File: src/rtl/alu_share_arbiter.sv
// Round-robin sharing of one combinational ALU between N_REQ requesters.
// One operation in flight: capture operands, execute one cycle, hold the result for its owner.
module alu_share_arbiter #(
  parameter int N_REQ  = 2,
  parameter int DATA_W = 32,
  parameter int FUNC_W = 4
) (
  input  logic                     clk,
  input  logic                     rst_n,
  input  logic [N_REQ-1:0]         req_valid,
  output logic [N_REQ-1:0]         req_ready,
  input  logic [N_REQ*DATA_W-1:0]  req_in1,
  input  logic [N_REQ*DATA_W-1:0]  req_in2,
  input  logic [N_REQ*FUNC_W-1:0]  req_func,
  output logic [DATA_W-1:0]        alu_in1,
  output logic [DATA_W-1:0]        alu_in2,
  output logic [FUNC_W-1:0]        alu_func,
  input  logic [DATA_W-1:0]        alu_out,
  input  logic                     alu_zero,
  output logic [N_REQ-1:0]         rsp_valid,
  input  logic [N_REQ-1:0]         rsp_ready,
  output logic [DATA_W-1:0]        rsp_data,
  output logic                     rsp_zero,
  output logic                     busy
);

  localparam int IDX_W = (N_REQ > 1) ? $clog2(N_REQ) : 1;
  localparam logic [IDX_W:0] N_REQ_W = (IDX_W+1)'(N_REQ);

  typedef enum logic [1:0] {
    S_IDLE,
    S_EXEC,
    S_RESP
  } state_t;

  state_t           state_q, state_d;
  logic [IDX_W-1:0] rr_q;
  logic [IDX_W-1:0] owner_q;

  // Per-requester views of the packed operand buses.
  logic [DATA_W-1:0] in1_arr  [N_REQ];
  logic [DATA_W-1:0] in2_arr  [N_REQ];
  logic [FUNC_W-1:0] func_arr [N_REQ];

  for (genvar g = 0; g < N_REQ; g++) begin : g_unpack
    assign in1_arr[g]  = req_in1[g*DATA_W +: DATA_W];
    assign in2_arr[g]  = req_in2[g*DATA_W +: DATA_W];
    assign func_arr[g] = req_func[g*FUNC_W +: FUNC_W];
  end

  // Round-robin search: rotate valids so the rr pointer sits at bit 0, take the lowest set bit.
  logic [N_REQ-1:0] valid_rot;
  logic             win_found;
  logic [IDX_W:0]   win_sum;
  logic [IDX_W-1:0] win_idx;

  // NOTE: every always_comb output gets a default first so no path leaves it unassigned (no latch).
  always_comb begin
    valid_rot = N_REQ'({req_valid, req_valid} >> rr_q);
    win_found = 1'b0;
    win_sum   = '0;
    for (int k = N_REQ - 1; k >= 0; k--) begin
      if (valid_rot[k]) begin
        win_found = 1'b1;
        win_sum   = {1'b0, rr_q} + (IDX_W+1)'(k);
      end
    end
    win_idx = (win_sum >= N_REQ_W) ? IDX_W'(win_sum - N_REQ_W) : IDX_W'(win_sum);
  end

  // Arbitration is open when idle, or in the cycle the current owner takes its result.
  logic rsp_done;
  logic arb_en;
  logic accept;

  assign rsp_done  = (state_q == S_RESP) && rsp_ready[owner_q];
  assign arb_en    = (state_q == S_IDLE) || rsp_done;
  assign accept    = arb_en && win_found;
  assign req_ready = accept ? (N_REQ'(1) << win_idx) : '0;
  assign rsp_valid = (state_q == S_RESP) ? (N_REQ'(1) << owner_q) : '0;
  assign busy      = (state_q != S_IDLE);

  always_comb begin
    state_d = state_q;
    unique case (state_q)
      S_IDLE: if (accept) state_d = S_EXEC;
      S_EXEC: state_d = S_RESP;
      S_RESP: if (rsp_done) state_d = accept ? S_EXEC : S_IDLE;
      default: state_d = S_IDLE;
    endcase
  end

  // NOTE: sequential state uses non-blocking assignments so all registers update from pre-edge values.
  always_ff @(posedge clk or negedge rst_n) begin
    if (!rst_n) begin
      state_q <= S_IDLE;
      rr_q    <= '0;
      owner_q <= '0;
    end else begin
      state_q <= state_d;
      if (accept) begin
        owner_q <= win_idx;
        rr_q    <= (win_idx == IDX_W'(N_REQ - 1)) ? '0 : win_idx + 1'b1;
      end
    end
  end

  // NOTE: the datapath registers are reset too, because their reset value is visible on the ALU and response ports.
  always_ff @(posedge clk or negedge rst_n) begin
    if (!rst_n) begin
      alu_in1  <= '0;
      alu_in2  <= '0;
      alu_func <= '0;
      rsp_data <= '0;
      rsp_zero <= 1'b0;
    end else begin
      // Operand registers feed the ALU directly and keep their value until the next accept.
      if (accept) begin
        alu_in1  <= in1_arr[win_idx];
        alu_in2  <= in2_arr[win_idx];
        alu_func <= func_arr[win_idx];
      end
      if (state_q == S_EXEC) begin
        rsp_data <= alu_out;
        rsp_zero <= alu_zero;
      end
    end
  end

endmodule
File: config.mk
export PLATFORM = sky130hd
export DESIGN_NAME = alu_share_arbiter
export DESIGN_NICKNAME = d
export VERILOG_FILES = /design/src/rtl/alu_share_arbiter.sv
export SDC_FILE = /design/constraint.sdc
export NUM_CORES = 1
export LEC_CHECK = 0
export CORE_AREA = 2 2 110 112
export DETAILED_ROUTE_END_ITERATION = 7
export DIE_AREA = 0 0 112 114
export MAX_ROUTING_LAYER = met4
export PLACE_DENSITY = 0.84
export RECOVER_POWER = 50
export SLEW_MARGIN = 0
export SYNTH_ARGS = -nofsm -noshare
export SYNTH_HDL_FRONTEND = slang
export SYNTH_SLANG_ARGS = --single-unit
File: constraint.sdc
create_clock -name clk -period 5.65 [get_ports clk]
set_clock_uncertainty 0.2 [all_clocks]
set_input_delay 1.13 -clock clk [delete_from_list [all_inputs] [get_ports clk]]
set_output_delay 1.13 -clock clk [all_outputs]
set_load 0.02 [all_outputs]
======== After elaboration in Yosys (flattened, before gate mapping) ========
Index checks and enable logic that the tools add are counted.
Widths: inputs -> output; s select.
storage, ports and cells
  register bits ........................... 105
  bits of input ports ..................... 175
  output and inout port bits .............. 106
  word-level logic and storage cells ...... 51
cells by class
  add/sub/neg operators ................... 3
  magnitude comparators ................... 3
  eq/ne operators ......................... 4
  shift operators ......................... 3
  mux-type cells .......................... 23
  bitwise operators ....................... 1
  reductions and logical operators ........ 6
operator list
  cell                 count
  $mux 32              6
  $mux 2               6
  $mux 4               3
  $mux 1               7
  $pmux 2 s3           1
  $ge 2x2->1 const B   2
  $ne 2x2->1 const B   2
  $shl 1x1->2 const A  2
  $shr 4x1->2          1
  $add 1x1->2 const B  1
  $eq 2x1->1 const B   1
  $eq 2x2->1 const B   1
  $logic_and 1x1->1    2
  $logic_not 2->1      1
  $lt 1x2->1 const B   1
  $not 1->2            1
  $reduce_and 2->1     1
  $reduce_bool 2->1    1
  $add 1x1->1 const B  1
  $logic_or 1x1->1     1
  $sub 1x1->1 const B  1

======== Depth between registers and ports, before layout ========
Gate-level depths: netlist of the first run.
  depth in word-level cells ............... 9
  mapped depth ............................ 6
  gate-level depth less buffers ........... 4

======== Least setup slack after synthesis of the first run ========
No wires, ideal clock.
  kind .................................... input -> output
  from .................................... input port rsp_ready[1]
  to ...................................... output port req_ready[0]
  arrival time ............................ 2.090 ns
  required time ........................... 4.320 ns
  setup slack ............................. 2.230 ns
  stages .................................. 4
  path buffers ............................ 1
  path through ............................ mux2i_1 a211oi_2 clkbuf_1 and2_1
on the way
  word-level cells in the longest chain between the ends .. 6
ends and longest elaborated chain
  item                                        line  source
  start: declaration                          21    input logic [N_REQ-1:0] rsp_ready,
  $mux 1 (implied by the code) (2 in series)  76    assign rsp_done = (state_q == S_RESP) && rsp_ready[owner_q];
  $logic_and 1x1->1                           76
  $logic_or 1x1->1                            77    assign arb_en = (state_q == S_IDLE) || rsp_done;
  $logic_and 1x1->1                           78    assign accept = arb_en && win_found;
  $mux 2                                      79    assign req_ready = accept ? (N_REQ'(1) << win_idx) : '0;
  end: declaration                            11    output logic [N_REQ-1:0] req_ready,
No other way between the ends. The select of a mux whose other input is x is not followed.

======== Worst setup path after layout of the first run ========
  from .................................... input port rsp_ready[1]
  to ...................................... output port req_ready[1]
Same word-level chain as after synthesis.

==> impl_metrics.ini, run 1 <==
[place]
dpl.hpwl_um = 10300
dp.cells = 792
portBuffers = 280
placed_area_um2 = 7430
place_congestion = 0.840

[synthesis]
synth_area_leaders = dfrtp_1 58%, mux2i_1 15%, mux2_2 8.2%
synth_cell_type_count = 18
ys_seq_area_share_pct = 58.2
avgSynthCellArea_um2 = 11.7
ys_ff_latch = 105
synth_nets = 561
synthesis.area_um2 = 4520
synth_cells = 386
ys_warn_count = 0
synth_area_leader_cell = dfrtp_1
synth_top_area_share_pct = 58.2

[layout]
area_growth_pct = 70.9
final_cells = 808
num_antenna_cells = 0
finalCoreUtilization_pct = 65.9
drive_above_1_share_pct = 8.32
fill_cells = 946
fin_nets = 831
layout_common_cells = 256 x clkdlybuf4s50_1, 105 x dfrtp_1, 71 x nor2_1, 69 x mux2i_1, 68 x a21oi_1
fin_area_um2 = 7720
layout_commonest_cell = clkdlybuf4s50_1

[floorplan]
rows = 40
start_util_pct = 38.6
io_pins = 281
fp.coreArea_um2 = 11700
die_w_um = 112
dieArea_um2 = 12800
die_h_um = 114

[timing]
fin_crit_sh_pct = 77.5
final.setup.tns_ns = 0
drv_slew = 103
max_slew_margin_pct = -137
worst_pin_slew_ns = 3.55
hold_viol = 0
max_freq_mhz = 228
fin_worst_hold_slack_ns = 0.303
finalSetupViolCount = 0
min_period_ns = 4.38
rsz0062_at_grt = no

[setup_path]
crit_arrival_ns = 3.05
critPathKind = in -> out
cp.required_ns = 4.32
critPathCaptureType = primary output
path_max_fanout = 3
critPathLaunchType = input port

[global_routing]
grt_pass1_vias = 4125
gr-total-overflow = 0
grt_pass1_wl_um = 20900
grtUsageTotal_pct = 21.2
grt_max_degree = 98
antenna_found_initial = 0

[cts]
numCtsBuffers = 9
hold_buffers = 0
clk_pin_slew_ns = 0.06
clockBufferDepth = 2
clock_latency_ns = 0.33
cts_root_buf = clkbuf_16
cts-resized-gates = 0
cts_tree = yes
clock-sinks = 105
postCtsSetupBuffers = 0
cts.htree.levels = 3

[detailed_routing]
drt_first_iter_violations = 118
vias = 3919
wl_um = 13100
drc_errors = 0
ant_nets = 0
via_per_inst = 4.85
wire_per_inst_um = 16.2
first_pass_iters = 4

[pwr]
ir_drop_mv = 0.300
p_leak_uw = 0.00329
power_density_nw_per_um2 = 532

[outcome]
violations = max-capacitance violations, max-slew violations
status = finished, violations left

[flow_run]
cap_viol_max_count = 2

[min_path]
hold_class = reg -> reg
logic make-up (layout without fill, tap and decap cells):
logic type | after synthesis | after routing | synth area share, %
flops | 105 | 105 | 58.2
mux | 102 | 102 | 23.5
simple gates | 78 | 78 | 6.87
compound gates | 72 | 72 | 8.20
buf+inv | 29 | 304 | 3.21
synth_stat cells:
cell type	instances
nor3b_1	2
o21bai_1	1
buf_2	20
inv_1	2
mux2_2	33
o21ai_0	2
nor2_1	71
nor2b_1	1
or2_2	1
dfrtp_1	105
nand2b_1	1
a21oi_1	68
a211oi_2	1
nand2_1	1
buf_4	3
clkbuf_1	4
and2_1	1
mux2i_1	69
sequential cells by signal (all words and copies together), names as in the netlist:
| signal | count |
|---|---|
| rsp_data | 32 |
| rsp_zero | 1 |
| alu_in1 | 32 |
| rr_q | 1 |
| owner_q | 1 |
| alu_in2 | 32 |
| alu_func | 4 |
| state_q | 2 |
report_power, final:
part	switching, uW	leakage (uW)	internal [uW]
clock network	263	0.000143	357
registers	205	0.00118	1130
logic	1100	0.00197	1050
total	1570	0.00329	2540
critical path, cell delays in order:
cell	delay, ns
dlygate4sd3_1	0.52
mux2i_1	0.15
a211oi_4	0.35
nor2b_1	0.24
clkdlybuf4s50_1	0.66
per-layer routing:
layer  share of wire, %  vias up  global-route usage (%)  wire length (um)
met5                  0        -                       -                 0
met4                2.9        0                    8.29               377
met3                7.0       25                    4.78               912
met2                 54      155                    38.4              7100
met1                 36     1870                    22.5              4710
li1                   -     1869                       -                 -
area by class of cell:
| cell class | count | area, um^2 | area share (%) |
|---|---|---|---|
| Inverter | 2 | 7.51 | 0.0973 |
| Sequential cell | 105 | 2630 | 34.1 |
| Timing Repair Buffer | 286 | 2840 | 36.8 |
| Multi-Input combinational cell | 252 | 1760 | 22.8 |
| Clock inverter | 4 | 51.3 | 0.665 |
| Clock buffer | 12 | 246 | 3.19 |
| Tap cell | 147 | 184 | 2.38 |
per-stage QoR:
step	total power, uW	worst slack [ns]
2_1_floorplan	2470	2.23
3_3_place_gp	3470	1.34
3_5_place_dp	3550	1.33
4_1_cts	4180	1.32
5_1_grt	4350	0.667
6_report	4110	1.27
path summary, 6_finish.rpt:
check | endpoint | depth (start not counted) | slack (ns) | from
max | req_ready[1] | 5 | 1.27 | rsp_ready[1]
min | rsp_data[30] | 1 | 0.30 | rsp_data[30]
max reg2reg | alu_in2[11] | 6 | 2.88 | owner_q
min reg2reg | rsp_data[30] | 1 | 0.30 | rsp_data[30]
max in group asynchronous | rsp_data[20] | 1 | 1.45 | rst_n
min in group asynchronous | alu_in1[10] | 1 | 1.79 | rst_n
No activity file was read; power rests on OpenSTA's default activity.
==> inputs of run 2 (changes only) <==
--- a/config.mk
+++ b/config.mk
@@ -5,11 +5,11 @@
 export SDC_FILE = /design/constraint.sdc
 export NUM_CORES = 1
 export LEC_CHECK = 0
-export CORE_AREA = 2 2 110 112
+export CORE_AREA = 2 2 114 116
 export DETAILED_ROUTE_END_ITERATION = 7
-export DIE_AREA = 0 0 112 114
+export DIE_AREA = 0 0 116 118
 export MAX_ROUTING_LAYER = met4
-export PLACE_DENSITY = 0.84
+export PLACE_DENSITY = 0.78
 export RECOVER_POWER = 50
 export SLEW_MARGIN = 0
 export SYNTH_ARGS = -nofsm -noshare
==> constraint.sdc (replaced) <==
create_clock -name clk -period 4.21 [get_ports clk]
set_clock_uncertainty 0.2 [all_clocks]
set_input_delay 0.842 -clock clk [delete_from_list [all_inputs] [get_ports clk]]
set_output_delay 0.842 -clock clk [all_outputs]
set_load 0.02 [all_outputs]
==> impl_metrics.ini, run 2 (synthesis results as in run 1) <==
[outcome]
status = finished, violations left
violations = max-capacitance violations, max-slew violations

[floorplan]
die_w_um = 116
io_pins = 281
die_h_um = 118
fp.coreArea_um2 = 12400
rows = 41
start_util_pct = 36.4
dieArea_um2 = 13700

[global_routing]
grtUsageTotal_pct = 19.9
grt_max_degree = 74
antenna_found_initial = 0
grt_pass1_vias = 4108
grt_pass1_wl_um = 20600
gr-total-overflow = 0

[cts]
hold_buffers = 0
numCtsBuffers = 9
clockBufferDepth = 2
clock-sinks = 105
clock_latency_ns = 0.33
cts_tree = yes
cts-resized-gates = 0
cts_root_buf = clkbuf_16
cts.htree.levels = 3
postCtsSetupBuffers = 0
clk_pin_slew_ns = 0.07

[timing]
hold_viol = 0
final.setup.tns_ns = 0
min_period_ns = 3.71
setup_slack_ns = 0.496
fin_worst_hold_slack_ns = 0.299
drv_slew = 34
finalSetupViolCount = 0
worst_pin_slew_ns = 1.80
fin_crit_sh_pct = 88.2
max_slew_margin_pct = -19.7
rsz0062_at_grt = no
max_freq_mhz = 269

[layout]
fin_nets = 832
top_regs = alu_in1: 32 flops, alu_in2: 32 flops, rsp_data: 32 flops
num_antenna_cells = 0
layout_common_cells = 259 x clkdlybuf4s50_1, 105 x dfrtp_1, 71 x nor2_1, 69 x mux2i_1, 68 x a21oi_1
seqCellArea_um2 = 2630
fill_cells = 1023
multi_input_area_um2 = 1760
fin_area_um2 = 7750
layout_commonest_cell = clkdlybuf4s50_1
drive_above_1_share_pct = 8.47
area_growth_pct = 71.6

[setup_path]
crit_arrival_ns = 2.67
ff2ff_path_depth = 3
cp_slowest_cell = clkdlybuf4s50_1
critPathCaptureType = primary output
critPathKind = in -> out
crit_chain = dlygate4sd3_1, mux2i_1, a211oi_4, nor2b_1, clkdlybuf4s50_1
cp.required_ns = 3.17
reg2reg_slack_ns = 1.47
cpPeakStageDelay_ns = 0.64
path_max_fanout = 3
critPathLaunchType = input port
reg2reg_from = state_q[1]
r2r_end = rsp_data[0]

[detailed_routing]
vias = 3930
wl_um = 13300
ant_nets = 0
wire_per_inst_um = 15.9
drt_first_iter_violations = 167
drc_errors = 0
via_per_inst = 4.72
first_pass_iters = 4

[place]
placed_area_um2 = 7460
post-place-ws_ns = 0.574
dpl.hpwl_um = 10500
place_congestion = 0.800
portBuffers = 280

[pwr]
power_density_nw_per_um2 = 709
p_leak_uw = 0.00329
ir_drop_mv = 0.297

[min_path]
holdPathEnd = rsp_data[16]
whs_path_depth = 1
hold_class = reg -> reg
hp-start = rsp_data[16]

[flow_run]
cap_viol_max_count = 1
==> run 2: stage by stage <==
step	utilization, %	total power, uW	std cells
after CTS	62.5	5600	833
after detailed placement	60.1	4760	818
after floorplan	-	3320	386
final	62.4	5490	833
after global routing	62.4	5840	833
after global placement	60.1	4660	818
==> run 2: layer usage <==
layer | vias up | routed length [um] | GRT usage, %
met3 | 33 | 912 | 4.07
li1 | 1867 | - | -
met5 | - | 0 | -
met4 | 0 | 429 | 8.78
met2 | 171 | 7230 | 36.5
met1 | 1859 | 4690 | 20.1
==> run 2: layout make-up <==
class | instances | area share [%]
Sequential cell | 105 | 33.9
Inverter | 2 | 0.0969
Clock inverter | 5 | 0.727
Clock buffer | 10 | 3.08
Tap cell | 172 | 2.78
Timing Repair Buffer | 287 | 36.7
Multi-Input combinational cell | 252 | 22.7
==> run 2: worst max path at each step <==
stage	start	end	slack (ns)	cells past startpoint
2_1_floorplan	rsp_ready[1]	req_ready[0]	1.37	4
3_3_place_gp	req_valid[1]	req_ready[1]	0.62	5
3_5_place_dp	rsp_ready[1]	req_ready[1]	0.57	5
4_1_cts	rsp_ready[1]	req_ready[1]	0.57	5
5_1_grt	rsp_ready[1]	req_ready[1]	0.43	5
6_report	rsp_ready[1]	req_ready[1]	0.50	5
==> run 2: worst max-delay path, delay by kind of cell <==
family,cells,cell delay (ns)
multiplexers,1,0.13
AND/OR/NAND/NOR,1,0.24
AO/OA/AOI/OAI,1,0.29
buffers and inverters,2,1.17
==> run 2: where the power goes <==
| group | total (uW) | internal (uW) | leakage (uW) | switching, uW |
|---|---|---|---|---|
| Sequential | 1790 | 1520 | 0.00118 | 277 |
| Clock | 824 | 473 | 0.000144 | 351 |
| Combinational | 2880 | 1410 | 0.00197 | 1470 |
| Total | 5490 | 3390 | 0.00329 | 2100 |
